**src/rtl/shared_ctr_sched_pkg.sv**
```systemverilog
// Shared types for the shared-counter scheduler: command and FSM encodings,
// plus the width of a requester index.
package shared_ctr_sched_pkg;

   localparam int IDX_W = 1;

   typedef enum logic [1:0] {
      CMD_NOP = 2'b00,
      CMD_INC = 2'b01,
      CMD_DEC = 2'b10,
      CMD_CLR = 2'b11
   } cmd_t;

   typedef enum logic {
      IDLE  = 1'b0,
      GRANT = 1'b1
   } state_t;

endpackage

```
**src/rtl/shared_ctr_sched_arb.sv**
```systemverilog
// Two-input round-robin arbiter: a tie goes to the requester that did not win last.
module rr_arb2
   import shared_ctr_sched_pkg::*;
(
   input  logic [1:0]       req_i,
   input  logic [IDX_W-1:0] last_i,
   output logic [1:0]       win_o
);

   always_comb begin
      win_o = 2'b00;
      case (req_i)
         2'b01:   win_o = 2'b01;
         2'b10:   win_o = 2'b10;
         2'b11:   win_o = last_i[0] ? 2'b01 : 2'b10;
         default: win_o = 2'b00;
      endcase
   end

endmodule

```
**src/rtl/shared_ctr_sched.sv**
```systemverilog
// Two-requester scheduler owning a saturating up/down counter; one granted
// command per IDLE->GRANT transaction, all outputs registered.
module shared_ctr_sched
   import shared_ctr_sched_pkg::*;
#(
   parameter int WIDTH = 11,
   parameter int LIMIT = 200
) (
   input  logic             clk,
   input  logic             rst,
   input  logic [1:0]       req,
   input  logic [1:0]       cmd0,
   input  logic [1:0]       cmd1,
   output logic [1:0]       gnt,
   output logic             busy,
   output logic [WIDTH-1:0] c,
   output logic             sat
);

   localparam logic [WIDTH:0] LIMIT_X = (WIDTH+1)'(LIMIT);
   localparam logic [WIDTH:0] ONE_X   = (WIDTH+1)'(1);
   localparam logic           SAT_RST = (LIMIT == 0);

   state_t             state_q, state_d;
   logic [1:0]         gnt_q, gnt_d;
   logic [IDX_W-1:0]   last_q, last_d;
   logic [WIDTH-1:0]   c_q, c_d;
   logic               sat_q, sat_d;
   logic [1:0]         win;
   cmd_t               cmd_sel;
   logic [WIDTH:0]     c_ext, c_new;

   rr_arb2 u_arb (
      .req_i  (req),
      .last_i (last_q),
      .win_o  (win)
   );

   // Extra headroom bit keeps c+1 from wrapping before the clamp compares it.
   always_comb begin
      cmd_sel = cmd_t'(win[1] ? cmd1 : cmd0);
      c_ext   = {1'b0, c_q};
      c_new   = c_ext;
      case (cmd_sel)
         CMD_INC: c_new = (c_ext >= LIMIT_X) ? LIMIT_X : c_ext + ONE_X;
         CMD_DEC: c_new = (c_ext == '0) ? '0 : c_ext - ONE_X;
         CMD_CLR: c_new = '0;
         default: c_new = c_ext;
      endcase
   end

   // NOTE: every output of this block gets a default first, so no path leaves
   // a variable unassigned and no latch is inferred.
   always_comb begin
      state_d = state_q;
      gnt_d   = 2'b00;
      last_d  = last_q;
      c_d     = c_q;
      sat_d   = sat_q;
      case (state_q)
         IDLE: begin
            if (req != 2'b00) begin
               state_d = GRANT;
               gnt_d   = win;
               last_d  = IDX_W'(win[1]);
               c_d     = c_new[WIDTH-1:0];
               sat_d   = (c_new == LIMIT_X);
            end
         end
         GRANT:   state_d = IDLE;
         default: state_d = IDLE;
      endcase
   end

   // NOTE: non-blocking assignments so every register samples pre-edge values,
   // independent of statement order.
   always_ff @(posedge clk) begin
      if (rst) begin
         state_q <= IDLE;
         gnt_q   <= 2'b00;
         last_q  <= IDX_W'(1);
         c_q     <= '0;
         sat_q   <= SAT_RST;
      end else begin
         state_q <= state_d;
         gnt_q   <= gnt_d;
         last_q  <= last_d;
         c_q     <= c_d;
         sat_q   <= sat_d;
      end
   end

   assign gnt  = gnt_q;
   assign busy = (state_q == GRANT);
   assign c    = c_q;
   assign sat  = sat_q;

endmodule

```
**config.mk**
```make
export PLATFORM = sky130hd
export DESIGN_NAME = shared_ctr_sched
export DESIGN_NICKNAME = d
export VERILOG_FILES = /design/src/rtl/shared_ctr_sched_pkg.sv /design/src/rtl/shared_ctr_sched_arb.sv /design/src/rtl/shared_ctr_sched.sv
export SDC_FILE = /design/constraint.sdc
export NUM_CORES = 1
export LEC_CHECK = 0
export CORE_MARGIN = 4
export CORE_UTILIZATION = 50
export CTS_CLUSTER_SIZE = 8
export DETAILED_ROUTE_END_ITERATION = 7
export MAX_ROUTING_LAYER = met4
export PLACE_DENSITY_LB_ADDON = 0.08
export SLEW_MARGIN = 30
export SYNTH_ARGS = -nofsm -noshare
export SYNTH_HDL_FRONTEND = slang
export SYNTH_SLANG_ARGS = --single-unit
export TNS_END_PERCENT = 50
```
**constraint.sdc**
```tcl
create_clock -name clk -period 6.75 [get_ports clk]
set_input_delay 2.025 -clock clk [delete_from_list [all_inputs] [get_ports clk]]
set_output_delay 2.025 -clock clk [all_outputs]
set_load 0.02 [all_outputs]
```
==> results of run 1 <==
## path summary, 6_finish.rpt
kind,startpoint,to,slack (ns),depth (start not counted)
max reg2reg,c[0],sat,4.08,9
min,last_q,last_q,0.52,2
max,req[1],sat,2.66,8
min reg2reg,last_q,last_q,0.52,2
## kinds of logic (layout without fill, tap and decap cells)
| logic type | after synthesis | in the layout |
|---|---|---|
| xor+xnor | 3 | 3 |
| simple gates | 76 | 76 |
| flops | 16 | 16 |
| compound gates | 49 | 49 |
| fa+ha+maj | 2 | 2 |
| buf+inv | 15 | 29 |
| mux | 4 | 4 |
## metal layers
| metal | up-vias | wire length (um) | global-route usage (%) |
|---|---|---|---|
| met5 | - | 0 | - |
| met2 | 43 | 1630 | 34.8 |
| met4 | 0 | 45 | 9.27 |
| met3 | 7 | 198 | 2.85 |
| met1 | 595 | 1530 | 28.5 |
| li1 | 635 | - | - |
## power by group through the flow
stage	Sequential (mW)	Clock (mW)	Combinational, mW
3_3_place_gp	0.124	0	0.147
4_1_cts	0.122	0.0531	0.150
6_report	0.122	0.0523	0.150
5_1_grt	0.124	0.0570	0.166
2_1_floorplan	0.122	0	0.110
3_5_place_dp	0.124	0	0.149
## area by class of cell
class,instances,area share [%]
well taps,30,2.52
flip-flops and latches,16,21.5
multi-input cells,134,58.6
clock buffers,3,1.51
inverters,4,1.01
repair buffers,22,14.8
## synth_stat cells (all sizes together) (4+ instances only)
library cell	n	area share, %
o21ai	5	2.0
nor2	23	6.8
buf	5	3.4
nor3	7	2.8
clkbuf	6	1.8
dfxtp	16	25
nand3	7	3.1
nand2	19	5.6
a221oi	6	4.6
inv	4	1.2
a21oi	15	6.8
or2	4	2.0
## worst max-delay path: stages
cell,delay (ns)
clkdlybuf4s50_1,0.47
a21boi_4,0.33
mux2_2,0.49
nor2_1,0.18
nand2_1,0.09
o21ai_1,0.22
nand3_1,0.15
o41ai_2,0.32
## sequential cells by signal, indices dropped and copies added (netlist names)
| name | cells |
|---|---|
| gnt | 2 |
| last_q | 1 |
| sat | 1 |
| c | 11 |
| busy | 1 |
==> run summary, run 1 <==
Status -> finished clean
Pin count of the biggest net entering global routing -> 18
Slew HR -> 49.6%
Initial detailed-routing violation count -> 79
Dpl cells -> 206
Port bufs -> 22
Post-CTS resize count -> 0
Mean Syn Cell Area -> 7.72 um2
GRT overflow -> 0
Largest family of logic cells by synthesized area -> compound AO/OA/AOI/OAI gates
RSZ-0062 raised after global routing -> false
Leading cell type in the layout, fill and taps excluded -> nor2_1
Core footprint -> 2450 um2
Routed WL -> 3.40 mm
Gate power share -> 46.2%
P_int -> 188 uW
Fmax -> 244 MHz
Peak supply drop -> 0.140 mV
Clk_lat worst skew -> 0.29 ns
Worst setup margin -> 2.66 ns
Hold_buf cts -> 0
Total power -> 324 uW
Die Wd -> 58.5 um
Non-filler cells, final -> 209
Net Sw Power -> 136 uW
Clock network fraction of total power -> 16.1%
Die Height -> 58.5 um
Post-synthesis sequential area ratio -> 25.1%
Tmin final -> 4.09 ns
Antenna-violating nets left -> 0
Simple-gate share of the synthesized area -> 30.0%
Async set or reset register ratio after synthesis -> 0%
GRT Resource Usage Total -> 22.1%
Top-level I/O count -> 23
Worst Path Max Fanout -> 11
Initial antenna violation count -> 0
Clock Tree Root -> clkbuf_4
Cts bufs inserted -> 3
Final hold violations -> 0
Area delta synth->final -> 16.8%
CP Launch Type -> input port
Critical Path RT -> 6.95 ns
Synth Area in Compound Gates -> 31.2%
Final setup viols -> 0
Synth Area in XOR/XNOR -> 2.06%
Post-Syn Area -> 1270 um2
Post-Route Skew -> 0.00388 ns
Synth warn -> 0
Design Area, Final -> 1490 um2
Diode count -> 0
Nets -> 191
Area of placed instances -> 1470 um2
Via/cell ratio -> 6.12
Post-synthesis cell type count -> 48
Pleak -> 0.556 nW
H-tree depth -> 1
Fillers -> 228
Mux cell area share after synthesis -> 3.24%
Hold Path Class -> reg2reg
Maximum capacitance violations -> 0
Register area -> 320 um2
Post-synth EDFFs -> 0
Layout cells sized above 1 -> 10.1%
CTS tree -> yes
First-pass GRT wire length -> 5.74 mm
Die footprint -> 3420 um2
Synth Net Count -> 175
Clock Tree Buf Depth -> 2
Ys flop type -> dfxtp_1
Most frequent cells in the layout -> nor2_1 (23), clkdlybuf4s50_1 (22), nand2_1 (19)
Fin util -> 60.6%
Multi-input logic area -> 872 um2
Crit Path Class -> in2reg
Clock-pin slew on the worst setup and hold paths -> 0.10 ns
Actual slew at the worst max-slew pin -> 0.753 ns
Final TNS setup -> 0 ns
Fin crit share -> 60.6%
Adder-Cell Fraction of Synth Area -> 1.96%
Switching share of total power -> 41.9%
Crit end category -> register
Sequential group share of total power -> 37.7%
Synthesis-stage register bit count -> 16
Residual DRC -> 0
Worst hold margin -> 0.515 ns
Post-DP HPWL -> 2.49 mm
Gate Count Post-Synth -> 165
Initial Util -> 51.9%
Wire per inst -> 16.3 um
Fin. max-slew vios -> 0
TritonRoute pass-1 iters -> 4
Dpl ws -> 2.34 ns
Vias in the first global route -> 1265
PD cells -> 218 nW/um2
Vias -> 1280
Rows -> 18
Post-CTS Setup Repair Bufs -> 0
Worst EP arrival -> 4.29 ns
Placer Congestion -> 0.889
Sink Count -> 16
Power figures use the tool's default switching activity.
==> inputs of run 2 (changes only) <==
- CORE_UTILIZATION: 50 -> 47
- clock period: 6.75 -> 3.5 ns (I/O delays scaled with it)
==> run 2 against run 1 <==
Clock skew grew 0.0051 ns. Highest routed layer unchanged. Hold slack barely moved. Via count grew 1.0%. Flip-flop and latch count stayed put. Combinational power increased by 93%. Final cell count grew 1.4%. Largest power group unchanged. Worst setup slack got worse by 2.3 ns. Global-route usage is 0.25 points lower. Wire length fell by 1.8%.
==> run summary, run 2 (same netlist as run 1, synthesis figures left out) <==
Status -> finished clean
Worst hold margin -> 0.516 ns (+0.000242 ns)
Die Wd -> 60.1 um (+2.7%)
CTS tree -> yes
Clock Tree Buf Depth -> 2 (unchanged)
Non-filler cells, final -> 212 (+1.4%)
Final setup viols -> 0 (unchanged)
Worst Path Max Fanout -> 11 (unchanged)
Dpl cells -> 208 (+0.97%)
Initial Util -> 50.5% (-1.4 points)
GRT Resource Usage Total -> 21.9% (-0.25 points)
Die Height -> 60.1 um (+2.7%)
Post-CTS resize count -> 0 (unchanged)
Fin crit share -> 89.9%
Slew HR -> 64.1% (+14 points)
Area delta synth->final -> 19.1%
Pleak -> 0.572 nW (+3.0%)
Via/cell ratio -> 6.10 (-0.41%)
Hold Path Class -> reg2reg
CP Launch Type -> input port
H-tree depth -> 1 (unchanged)
First-pass GRT wire length -> 5.84 mm (+1.8%)
Max incr delay on CP -> 0.50 ns (about the same)
Fmax -> 318 MHz
PD cells -> 429 nW/um2 (+97%)
Vias -> 1293 (+1.0%)
GRT overflow -> 0 (unchanged)
Final hold violations -> 0 (unchanged)
Clock-pin slew on the worst setup and hold paths -> 0.10 ns (about the same)
Core footprint -> 2520 um2 (+2.8%)
Fillers -> 251 (+10%)
Initial detailed-routing violation count -> 67 (-15%)
Most frequent cells in the layout -> nor2_1 (23), clkdlybuf4s50_1 (22), nand2_1 (19)
Initial antenna violation count -> 0 (unchanged)
Leading cell type in the layout, fill and taps excluded -> nor2_1
Placer Congestion -> 0.846 (-4.8%)
Hold_buf cts -> 0 (unchanged)
Wire per inst -> 15.7 um (-3.2%)
Rows -> 18 (unchanged)
Clk_lat worst skew -> 0.30 ns (about the same)
Fin. max-slew vios -> 0 (unchanged)
Layout cells sized above 1 -> 11.5% (+1.5 points)
Actual slew at the worst max-slew pin -> 0.535 ns (-0.218 ns)
Die footprint -> 3610 um2 (+5.5%)
Crit end category -> register
Routed WL -> 3.34 mm (-1.8%)
Cts bufs inserted -> 3 (unchanged)
Critical Path RT -> 3.71 ns (-3.24 ns)
Post-DP HPWL -> 2.46 mm (-1.1%)
Residual DRC -> 0 (unchanged)
Nets -> 193 (+1.0%)
Port bufs -> 22 (unchanged)
Worst EP arrival -> 3.36 ns (-0.93 ns)
Final TNS setup -> 0 ns (unchanged)
Clock Tree Root -> clkbuf_4
Vias in the first global route -> 1296 (+2.5%)
Crit Path Class -> in2reg
Post-CTS Setup Repair Bufs -> 0 (unchanged)
Peak supply drop -> 0.296 mV (+110%)
R2R setup slack -> 0.89 ns (-3.19 ns)
Largest register FFs -> 11 (unchanged)
CP top delay family -> compound AO/OA/AOI/OAI gates
TritonRoute pass-1 iters -> 4 (unchanged)
CP Buf/Inv Count -> 1 (unchanged)
Post-Route Skew -> 0.00898 ns (+0.00509 ns)
Diode count -> 0 (unchanged)
Antenna-violating nets left -> 0 (unchanged)
Sink Count -> 16 (unchanged)
Maximum capacitance violations -> 0 (unchanged)
Slowest-stage cell, CP -> mux2_2
Crit-path cells -> clkdlybuf4s50_1 > a21boi_4 > mux2_2 > nor2_1 > nand2_1 > o21ai_1 > nand3_1 > o41ai_2
RSZ-0062 raised after global routing -> false
Pin count of the biggest net entering global routing -> 18 (unchanged)
Top-level I/O count -> 23 (unchanged)
Tmin final -> 3.15 ns
==> run 2: power by group <==
part | leakage [nW] | total [mW] | internal [mW] | switching (mW)
logic | 0.420 | 0.290 | 0.126 | 0.163
clock network | 0.0210 | 0.125 | 0.0635 | 0.0611
registers | 0.131 | 0.236 | 0.199 | 0.0370
==> run 2: worst paths after layout <==
path / from / cells after the start / end
worst min-delay path: sat / 2 / sat
worst max register to register: c[0] / 9 / sat
worst max-delay path: req[1] / 8 / sat
worst min register to register: sat / 2 / sat
==> run 2: cell type report <==
cell class / instances / area (um2) / area share, %
Clock buffer: 4 / 36.3 / 2.39
Tap cell: 30 / 37.5 / 2.48
Multi-Input combinational cell: 134 / 872 / 57.5
Sequential cell: 16 / 320 / 21.1
Inverter: 4 / 15.0 / 0.990
Timing Repair Buffer: 24 / 235 / 15.5
==> run 2: tightest hold or removal path: stages, from the launching register on <==
cell and delay [ns]:
dfxtp_1 0.33, nand3b_1 0.09, o41ai_2 0.06
==> run 2: stage by stage <==
step / total power, mW / setup slack (ns) / area (um2) / utilization (%)
after floorplan: 0.448 / 0.746 / 1270 / -
after global placement: 0.527 / 0.153 / 1480 / 58.7
after detailed placement: 0.527 / 0.0707 / 1480 / 58.7
after CTS: 0.652 / 0.386 / 1520 / 60.1
after global routing: 0.701 / 0.244 / 1520 / 60.1
final: 0.650 / 0.352 / 1520 / 60.1
==> run 2: routing by layer <==
layer	GRT usage (%)	vias to the layer above	part of all wire [%]
met5	-	-	0
met1	28.7	599	46
met4	9.49	0	1.4
met3	3.24	5	6.7
li1	-	643	-
met2	33.2	46	45
==> inputs of run 3 (changes only) <==
- CAP_MARGIN: default -> 30
- SETUP_SLACK_MARGIN: default -> 0.5
==> run 3 against run 2 <==
Hold slack barely moved. Sequential share of layout area down 1.9 points. Core utilization increased by 5.9 points. Count of clock-buffer cells in the layout unchanged. Clock power about the same. Via count up 6.7%. Largest power group unchanged.
==> run summary, run 3 (same netlist as run 1, synthesis figures left out) <==
Via/cell ratio -> 6.24 (+2.4%)
Switching share of total power -> 40.3% (+0.12 points)
Critical Path RT -> 3.69 ns (-0.02 ns)
Crit end category -> register
Placer Congestion -> 0.846 (unchanged)
Largest register FFs -> 11 (unchanged)
Non-filler cells, final -> 221 (+4.2%)
Die footprint -> 3610 um2 (unchanged)
Sequential group share of total power -> 34.4% (-1.9 points)
Wire per inst -> 16.4 um (+4.3%)
Hold Path Class -> reg2reg
Residual DRC -> 0 (unchanged)
Layout cells sized above 1 -> 19.4% (+7.8 points)
Fin. max-slew vios -> 0 (unchanged)
Initial antenna violation count -> 0 (unchanged)
Rows -> 18 (unchanged)
Final hold violations -> 0 (unchanged)
RSZ-0062 raised after global routing -> true
Core footprint -> 2520 um2 (unchanged)
Fin util -> 66.0% (+5.9 points)
Initial Util -> 50.5% (unchanged)
TritonRoute pass-1 iters -> 4 (unchanged)
Worst hold margin -> 0.516 ns (+0.000321 ns)
Diode count -> 0 (unchanged)
Dpl cells -> 208 (unchanged)
Sink Count -> 16 (unchanged)
Routed WL -> 3.63 mm (+8.8%)
Maximum capacitance violations -> 0 (unchanged)
Top-level I/O count -> 23 (unchanged)
Cts bufs inserted -> 3 (unchanged)
Clock network fraction of total power -> 18.2% (-1.0 points)
First-pass GRT wire length -> 5.82 mm (-0.36%)
Slew HR -> 63.0% (-1.0 points)
Actual slew at the worst max-slew pin -> 0.551 ns (+0.0162 ns)
Post-Route Skew -> 0.00958 ns (+0.000602 ns)
Fillers -> 238 (-5.2%)
PD cells -> 413 nW/um2 (-3.7%)
Crit Path Class -> in2reg
Worst setup margin -> 0.479 ns (+0.127 ns)
H-tree depth -> 1 (unchanged)
Nets -> 202 (+4.7%)
Leading cell type in the layout, fill and taps excluded -> nor2_1
Tmin final -> 3.02 ns (-0.127 ns)
Area delta synth->final -> 30.6%
Worst EP arrival -> 3.21 ns (-0.15 ns)
Peak supply drop -> 0.301 mV (+1.6%)
Fmax -> 331 MHz (+4.2%)
Die Height -> 60.1 um (unchanged)
Die Wd -> 60.1 um (unchanged)
Pleak -> 0.645 nW (+13%)
Hold_buf cts -> 0 (unchanged)
Worst Path Max Fanout -> 7 (-4)
Vias in the first global route -> 1281 (-1.2%)
P_int -> 410 uW (+5.4%)
Port bufs -> 22 (unchanged)
Pin count of the biggest net entering global routing -> 18 (unchanged)
Register area -> 320 um2 (unchanged)
Vias -> 1380 (+6.7%)
Status -> finished clean
CTS tree -> yes
Dpl ws -> 0.0707 ns (unchanged)
Most frequent cells in the layout -> nor2_1 (22), clkdlybuf4s50_1 (21), nand2_1 (19)
Final TNS setup -> 0 ns (unchanged)
GRT Resource Usage Total -> 21.8% (-0.046 points)
Antenna-violating nets left -> 0 (unchanged)
Initial detailed-routing violation count -> 70 (+4.5%)
Clock Tree Buf Depth -> 2 (unchanged)
Clock Tree Root -> clkbuf_4
Net Sw Power -> 277 uW (+6.0%)
CP Launch Type -> input port
Clk_lat worst skew -> 0.30 ns (about the same)
Gate power share -> 47.4% (+2.8 points)
Multi-input logic area -> 945 um2 (+8.3%)
GRT overflow -> 0 (unchanged)
Post-DP HPWL -> 2.46 mm (unchanged)
Clock-pin slew on the worst setup and hold paths -> 0.10 ns (about the same)
Fin crit share -> 86.3% (-3.6 points)
Final setup viols -> 0 (unchanged)
-- run 3: changes by cell type in the layout (fill, tap and decap cells not counted), sizes merged --
cell           delta
buf               +8
dlymetal6s2s      +1
mux2              +1
clkdlybuf4s50     -1
-- run 3: final timing paths --
kind / start / end / slack (ns) / depth (start not counted)
worst min-delay path: sat / sat / 0.52 / 2
worst max register to register: c[0] / sat / 0.87 / 9
worst min register to register: sat / sat / 0.52 / 2
worst max-delay path: req[1] / sat / 0.48 / 9
-- run 3: final cells by class --
class | instances | area share [%]
multi-input cells | 135 | 56.8
flip-flops and latches | 16 | 19.2
repair buffers | 32 | 18.6
clock buffers | 4 | 2.18
well taps | 30 | 2.26
inverters | 4 | 0.902
-- run 3: power groups by stage --
| stage | combinational [mW] | clock [mW] | sequential, mW |
|---|---|---|---|
| final | 0.326 | 0.125 | 0.236 |
| after global routing | 0.357 | 0.139 | 0.240 |
| after CTS | 0.291 | 0.129 | 0.235 |
| after detailed placement | 0.287 | 0 | 0.240 |
| after global placement | 0.288 | 0 | 0.239 |
| after floorplan | 0.212 | 0 | 0.236 |
-- run 3: what timing repair did --
action	in CTS	in global routing
setup endpoints to repair	2	4
buffers inserted	1	7
pin swaps	1	6
gates resized for setup	2	13
cloned	0	1
-- run 3: through the flow --
stage	power [mW]	instance area (um2)
CTS	0.655	1530
detailed placement	0.527	1480
floorplan	0.448	1270
finish	0.687	1660
global placement	0.527	1480
global route	0.736	1660
-- run 3: layer usage --
layer | global-route usage (%) | vias to the layer above | routed length [um] | share of wire (%)
met1 | 29.0 | 646 | 1610 | 44
met3 | 3.24 | 10 | 266 | 7.3
li1 | - | 663 | - | -
met5 | - | - | 0 | 0
met4 | 8.86 | 0 | 83 | 2.3
met2 | 33.0 | 61 | 1670 | 46
-- run 3: critical path, stage by stage --
cell             delay, ns
clkdlybuf4s50_1       0.43
a21boi_4              0.16
buf_12                0.15
or3b_4                0.38
a21oi_4               0.26
a211oi_1              0.11
or3_1                 0.42
nand3_1               0.15
o41ai_2               0.09
